## src/rtl/pipe_reg_chain.sv

```systemverilog
// pipe_reg_chain: elastic valid/ready register pipeline with bubble collapsing and flush.
// Define PIPE_REG_CHAIN_COUNT_EN to add the o_count occupancy output.
module pipe_reg_chain #(
    parameter int WIDTH = 8,
    parameter int DEPTH = 4
`ifdef PIPE_REG_CHAIN_COUNT_EN
    ,
    localparam int CW = $clog2(DEPTH + 1)
`endif
) (
    input  logic             i_clk,
    input  logic             i_rst,
    input  logic             i_flush,
    input  logic             i_valid,
    output logic             o_ready,
    input  logic [WIDTH-1:0] i_data,
    output logic             o_valid,
    input  logic             i_ready,
    output logic [WIDTH-1:0] o_data
`ifdef PIPE_REG_CHAIN_COUNT_EN
    ,
    output logic [CW-1:0]    o_count
`endif
);
    logic [DEPTH-1:0] v_q, v_d, en;
    logic [WIDTH-1:0] d_q [DEPTH];
    logic [WIDTH-1:0] d_d [DEPTH];
    logic             run;

    // A stage may advance if any stage at or beyond it is empty, or the output drains.
    always_comb begin
        run = i_ready;
        for (int k = DEPTH - 1; k >= 0; k--) begin
            run   = run || !v_q[k];
            en[k] = run;
        end
    end

    assign o_ready = en[0] && !i_flush;

    always_comb begin
        v_d = v_q;
        for (int k = 0; k < DEPTH; k++) d_d[k] = d_q[k];
        if (en[0]) begin
            v_d[0] = i_valid && o_ready;
            d_d[0] = i_data;
        end
        for (int k = 1; k < DEPTH; k++) begin
            if (en[k]) begin
                v_d[k] = v_q[k-1];
                d_d[k] = d_q[k-1];
            end
        end
        if (i_flush) v_d = '0;
    end

    always_ff @(posedge i_clk or posedge i_rst) begin
        if (i_rst) begin
            v_q <= '0;
            for (int k = 0; k < DEPTH; k++) d_q[k] <= '0;
        end else begin
            v_q <= v_d;
            for (int k = 0; k < DEPTH; k++) d_q[k] <= d_d[k];
        end
    end

    assign o_valid = v_q[DEPTH-1];
    assign o_data  = d_q[DEPTH-1];

`ifdef PIPE_REG_CHAIN_COUNT_EN
    always_comb begin
        o_count = '0;
        for (int k = 0; k < DEPTH; k++) o_count = o_count + CW'(v_q[k]);
    end
`endif
endmodule

```

## config.mk

```make
export PLATFORM = sky130hd
export DESIGN_NAME = pipe_reg_chain
export DESIGN_NICKNAME = d
export VERILOG_FILES = /design/src/rtl/pipe_reg_chain.sv
export SDC_FILE = /design/constraint.sdc
export NUM_CORES = 1
export LEC_CHECK = 0
export ABC_AREA = 1
export BUFFER_PORTS_ARGS = -buffer_cell sky130_fd_sc_hd__buf_2
export CORE_MARGIN = 3
export CORE_UTILIZATION = 40
export CTS_CLUSTER_DIAMETER = 80
export DETAILED_ROUTE_END_ITERATION = 8
export PLACE_DENSITY_LB_ADDON = 0.05
export SLEW_MARGIN = 0
export SYNTH_ARGS = -nofsm -noshare
export SYNTH_HDL_FRONTEND = slang
export SYNTH_SLANG_ARGS = --single-unit
```

## constraint.sdc

```tcl
create_clock -name i_clk -period 1.5 [get_ports i_clk]
set_clock_uncertainty 0.1 [all_clocks]
set_input_delay 0.3 -clock i_clk [delete_from_list [all_inputs] [get_ports i_clk]]
set_output_delay 0.3 -clock i_clk [all_outputs]
set_load 0.005 [all_outputs]
```

# --- After elaboration in Yosys (flattened, before gate mapping) ---
# Cells that the tools add are included.
word_totals:
  regBits: 36
  latch_bits: 0
  ramBits: 0
  rom_bits: 0
  in_bits: 13
  output_inout_bits: 10
  word_cells: 28
  memories: 0
op_classes:
  add_sub_neg: 0
  multipliers: 0
  div_mod_pow: 0
  magnitude_cmp: 0
  n_eq_ne: 0
  n_shift: 0
  n_mux: 5
  n_bitwise: 0
  n_reduce_logical: 15
op_table:
  columns: ["op", "n"]
  rows:
  - ["$reduce_bool 2->1", 4]
  - ["$logic_not 1->1", 5]
  - ["$logic_or 1x1->1", 4]
  - ["$mux 1", 4]
  - ["$mux 4", 1]
  - ["$logic_and 1x1->1", 2]

# --- Logic depth before layout (Yosys ltp) ---
logic_depth:
  word_depth: 9
  depth_mapped: 7
  mapped_depth_nobuf: 6

# --- Worst setup path before layout ---
# OpenSTA, ideal clock, no wires.
synth_timing:
  kind: "register -> register"
  startpoint: "register v_q[3]"
  endpoint: "register d_q[16] (netlist name)"
  setup_time_ns: 0.117
  t_arrival_ns: 1.027
  required_ns: 1.283
  slack_ns: 0.256
  stages_incl_launch_ff: 7
  n_path_buf: 1
  synth_period_minus_slack_ns: 1.244
  path_cell_list: "dfrtp_1 -> nand3_2 -> nor2_4 -> inv_4 -> buf_12 -> nand2_2 -> o21ai_2"
synth_via:
  elab_chain_cells: 4
synth_rtl:
  columns: ["element", "line_no", "source"]
  rows:
  - ["start: declaration", "25", "logic [DEPTH-1:0] v_q, v_d, en;"]
  - ["start signal: assignment", "62", "v_q <= v_d;"]
  - ["$logic_not 1->1", "34", "run = run || !v_q[k];"]
  - ["$logic_or 1x1->1 (3 in a row)", "34", null]
  - ["end: declaration", "26", "logic [WIDTH-1:0] d_q [DEPTH];"]
# No other way between the ends.
# A chain may end at the register's enable or synchronous reset.

# --- Worst setup path after layout ---
layout_timing:
  startpoint: "register v_q[3]"
  endpoint: "output port o_ready"
layout_via:
  elab_chain_cells: 6
layout_rtl:
  columns: ["element", "line_no", "source"]
  rows:
  - ["$logic_not 1->1", "34", null]
  - ["$logic_or 1x1->1 (4 in a row)", "34", null]
  - ["$logic_and 1x1->1", "39", "assign o_ready = en[0] && !i_flush;"]
  - ["end: declaration", "15", "output logic o_ready,"]
# No other way between the ends.

==> impl_metrics.env <==
export IMPL_status="finished clean"
export IMPL_multi_input_area_um2=454.2
export IMPL_synth_compound_area_share_pct=9.409
export IMPL_place_inst=214
export IMPL_synthMuxAreaShare_pct=0
export IMPL_worstMarginPinSlew_ps=447.4
export IMPL_syn2layout_area_growth_pct=15.32
export IMPL_clkLatencyLatePin_ps=280
export IMPL_cts_tree="done"
export IMPL_worstPathCellList="nand3_2 > nor2_4 > a21oi_2 > buf_2"
export IMPL_timing_final_crit_period_ps=1486
export IMPL_ctsRootBufferMaster="clkbuf_8"
export IMPL_clockBufferDepth=2
export IMPL_critical_path_class="reg -> out"
export IMPL_ys_ff_latch=36
export IMPL_endpoint_kind="output port"
export IMPL_synthArstFlopShare_pct=100.0
export IMPL_fin_hold_ws_ps=10.27
export IMPL_slowest_stage="dfrtp_1"
export IMPL_first_global_vias=941
export IMPL_leakage_nw=0.8805
export IMPL_cp_start_kind="flop"
export IMPL_yosysWarnings=0
export IMPL_core_um2=3468
export IMPL_ys_top_cells_by_count="56 x nand2_1, 36 x dfrtp_1, 14 x inv_1"
export IMPL_synth_top_area_share_pct=59.95
export IMPL_synth_xor_area_share_pct=0
export IMPL_relSlewSlack_pct=70.18
export IMPL_io_pins=23
export IMPL_antenna_found_initial=0
export IMPL_drt_total_wl_um=2390
export IMPL_netlist_area_um2=1503
export IMPL_remaining_drc_errors=0
export IMPL_avgViaCountPerCell=4.226
export IMPL_cp_required_ps=1100
export IMPL_port_buffers=22
export IMPL_firstDrtPassIters=2
export IMPL_initial_utilization_pct=43.33
export IMPL_rsz0062_at_grt="true"
export IMPL_dpl_cell_area_um2=1604
export IMPL_cts_htree_levels=2
export IMPL_num_rows=21
export IMPL_drt_iter0_markers=20
export IMPL_critPathTopFamily="flip-flops"
export IMPL_cts_buffers=5
export IMPL_hp_class="in -> async"
export IMPL_drv_slew=0
export IMPL_ir_worst_vdd_v=0.0005318
export IMPL_worstPathArrival_ps=1090
export IMPL_grt_pass1_wl_um=4284
export IMPL_synthTopCellsByArea="dfrtp_1 60%, nand2_1 14%, o21ai_2 4.7%, buf_4 4.0%, inv_1 3.5%"
export IMPL_grt_start_max_net_pins=37
export IMPL_setup_violations=0
export IMPL_grt_overflow=0
export IMPL_postCtsHoldBufs=0
export IMPL_max_stage_delay_ps=390
export IMPL_cp_max_fo=4
export IMPL_syn_num_nets=167
export IMPL_finalHoldViolations=0
export IMPL_synth_simple_area_share_pct=20.57
export IMPL_fillers=372
export IMPL_routedWlPerCell_um=10.58
export IMPL_dieArea_um2=4528
export IMPL_via_count=955
export IMPL_yosysMostFrequentCell="nand2_1"
export IMPL_post_route_period_util_pct=99.08
export IMPL_synthFlopType="dfrtp_1"
export IMPL_place_ws_ps=106.0
export IMPL_yosysUniqueCellTypes=19
export IMPL_grt_usage_pct=13.43
export IMPL_antennaDiodeCount=0
export IMPL_fin_nets=192
export IMPL_synthAdderAreaFrac_pct=0
export IMPL_fmax_ghz=0.6728
export IMPL_maxCapViolations=0
export IMPL_powerDensity_nw_per_um2=1068
export IMPL_hpwl_um=1633
export IMPL_synth_edf_count=0
export IMPL_synth_area_leader_cell="dfrtp_1"
export IMPL_cts_sinks=36
export IMPL_drive_gt1_share_pct=30.00
export IMPL_ant_nets=0
export IMPL_ys_seq_area_share_pct=59.95
export IMPL_syn_area_per_cell_um2=9.758
export IMPL_synth_cells=154
export IMPL_die_h_um=67.29
export IMPL_place_congestion=0.6598
export IMPL_layout_cells_non_filler=226
export IMPL_register_area_um2=902.1
export IMPL_fin_area_um2=1733
export IMPL_setup_slack_ps=13.76
export IMPL_fin_tns_setup_ps=0
export IMPL_synth_top_family_by_area="simple AND/OR/NAND/NOR gates"
export IMPL_crit_buf_inv=1
export IMPL_path_clk_slew_ps=60
export IMPL_die_x_um=67.29
==> what timing repair did <==
| action | 4_1_cts | 5_1_grt |
|---|---|---|
| gates cloned | 0 | 0 |
| pin swaps | 2 | 2 |
| resized for setup | 2 | 1 |
| setup endpoints to repair | 1 | 1 |
| buffers inserted | 3 | 1 |
==> registers in the layout, summed over array words and instances, names as in the netlist <==
name / flops
d_q: 24
o_data: 8
v_q: 4
==> power breakdown <==
part	internal (W)	switching (W)	leakage (nW)	total (W)
Sequential	0.00102	0.0000274	0.426	0.00105
Clock	0.000374	0.000305	0.0455	0.000679
Combinational	0.0000513	0.0000697	0.409	0.000121
==> logic make-up after synthesis <==
family | Yosys count
and+or+nand+nor | 71
DFF | 36
buffers and inverters | 27
AOI/OAI and AO/OA | 20
==> final timing paths <==
kind	from	endpoint	slack, ps	depth (start not counted)
worst min register to register	o_data[3]	o_data[3]	360	2
max in group asynchronous	i_rst	v_q[0]	950	3
min in group i_clk	i_data[3]	d_q[27]	110	3
worst max-delay path	v_q[3]	o_ready	10	4
worst min-delay path	i_rst	d_q[11]	10	3
worst max register to register	v_q[3]	d_q[19]	140	7
==> worst register-to-register path: cells and delay by family, from the launching register on <==
family                 cells  cell delay [ps]
buffers and inverters      3              450
DFF                        1              410
and+or+nand+nor            3              280
AOI/OAI and AO/OA          1               60
==> metrics by stage <==
step | total power, W | util [%]
after floorplan | 0.001155 | -
after global placement | 0.001185 | 46.25
after detailed placement | 0.001191 | 46.25
after CTS | 0.001886 | 49.64
after global routing | 0.001969 | 49.96
final | 0.001850 | 49.96
==> routing by layer <==
layer,GRT usage [%],part of all wire [%],vias to the layer above
met1,16.63,47,408
met4,6.076,1.9,0
li1,-,-,521
met3,6.489,6.4,4
met5,0,0,-
met2,19.75,44,22
==> layout make-up <==
class,instances,share of cell area (%)
Sequential cell,36,52.06
Multi-Input combinational cell,91,26.21
Timing Repair Buffer,29,9.386
Clock buffer,8,5.199
Inverter,16,3.827
Tap cell,46,3.321
==> cell usage in the layout (no fill, tap or decap) <==
cell        instances
nand4_2             1
o21ai_2             8
nand3_1             8
clkinvlp_4          1
inv_2               1
clkbuf_8            6
nor2_4              2
inv_1              13
dfrtp_2             1
a21oi_1             2
nand2_2             1
a21oi_2             1
o21ai_0             8
a21oi_4             1
dfrtp_1            35
nand3_2             1
clkbuf_1            2
nand2_1            56
nor2_1              2
inv_4               1
buf_4               7
buf_2              22
Note: power is estimated with default switching activity, not from simulation.
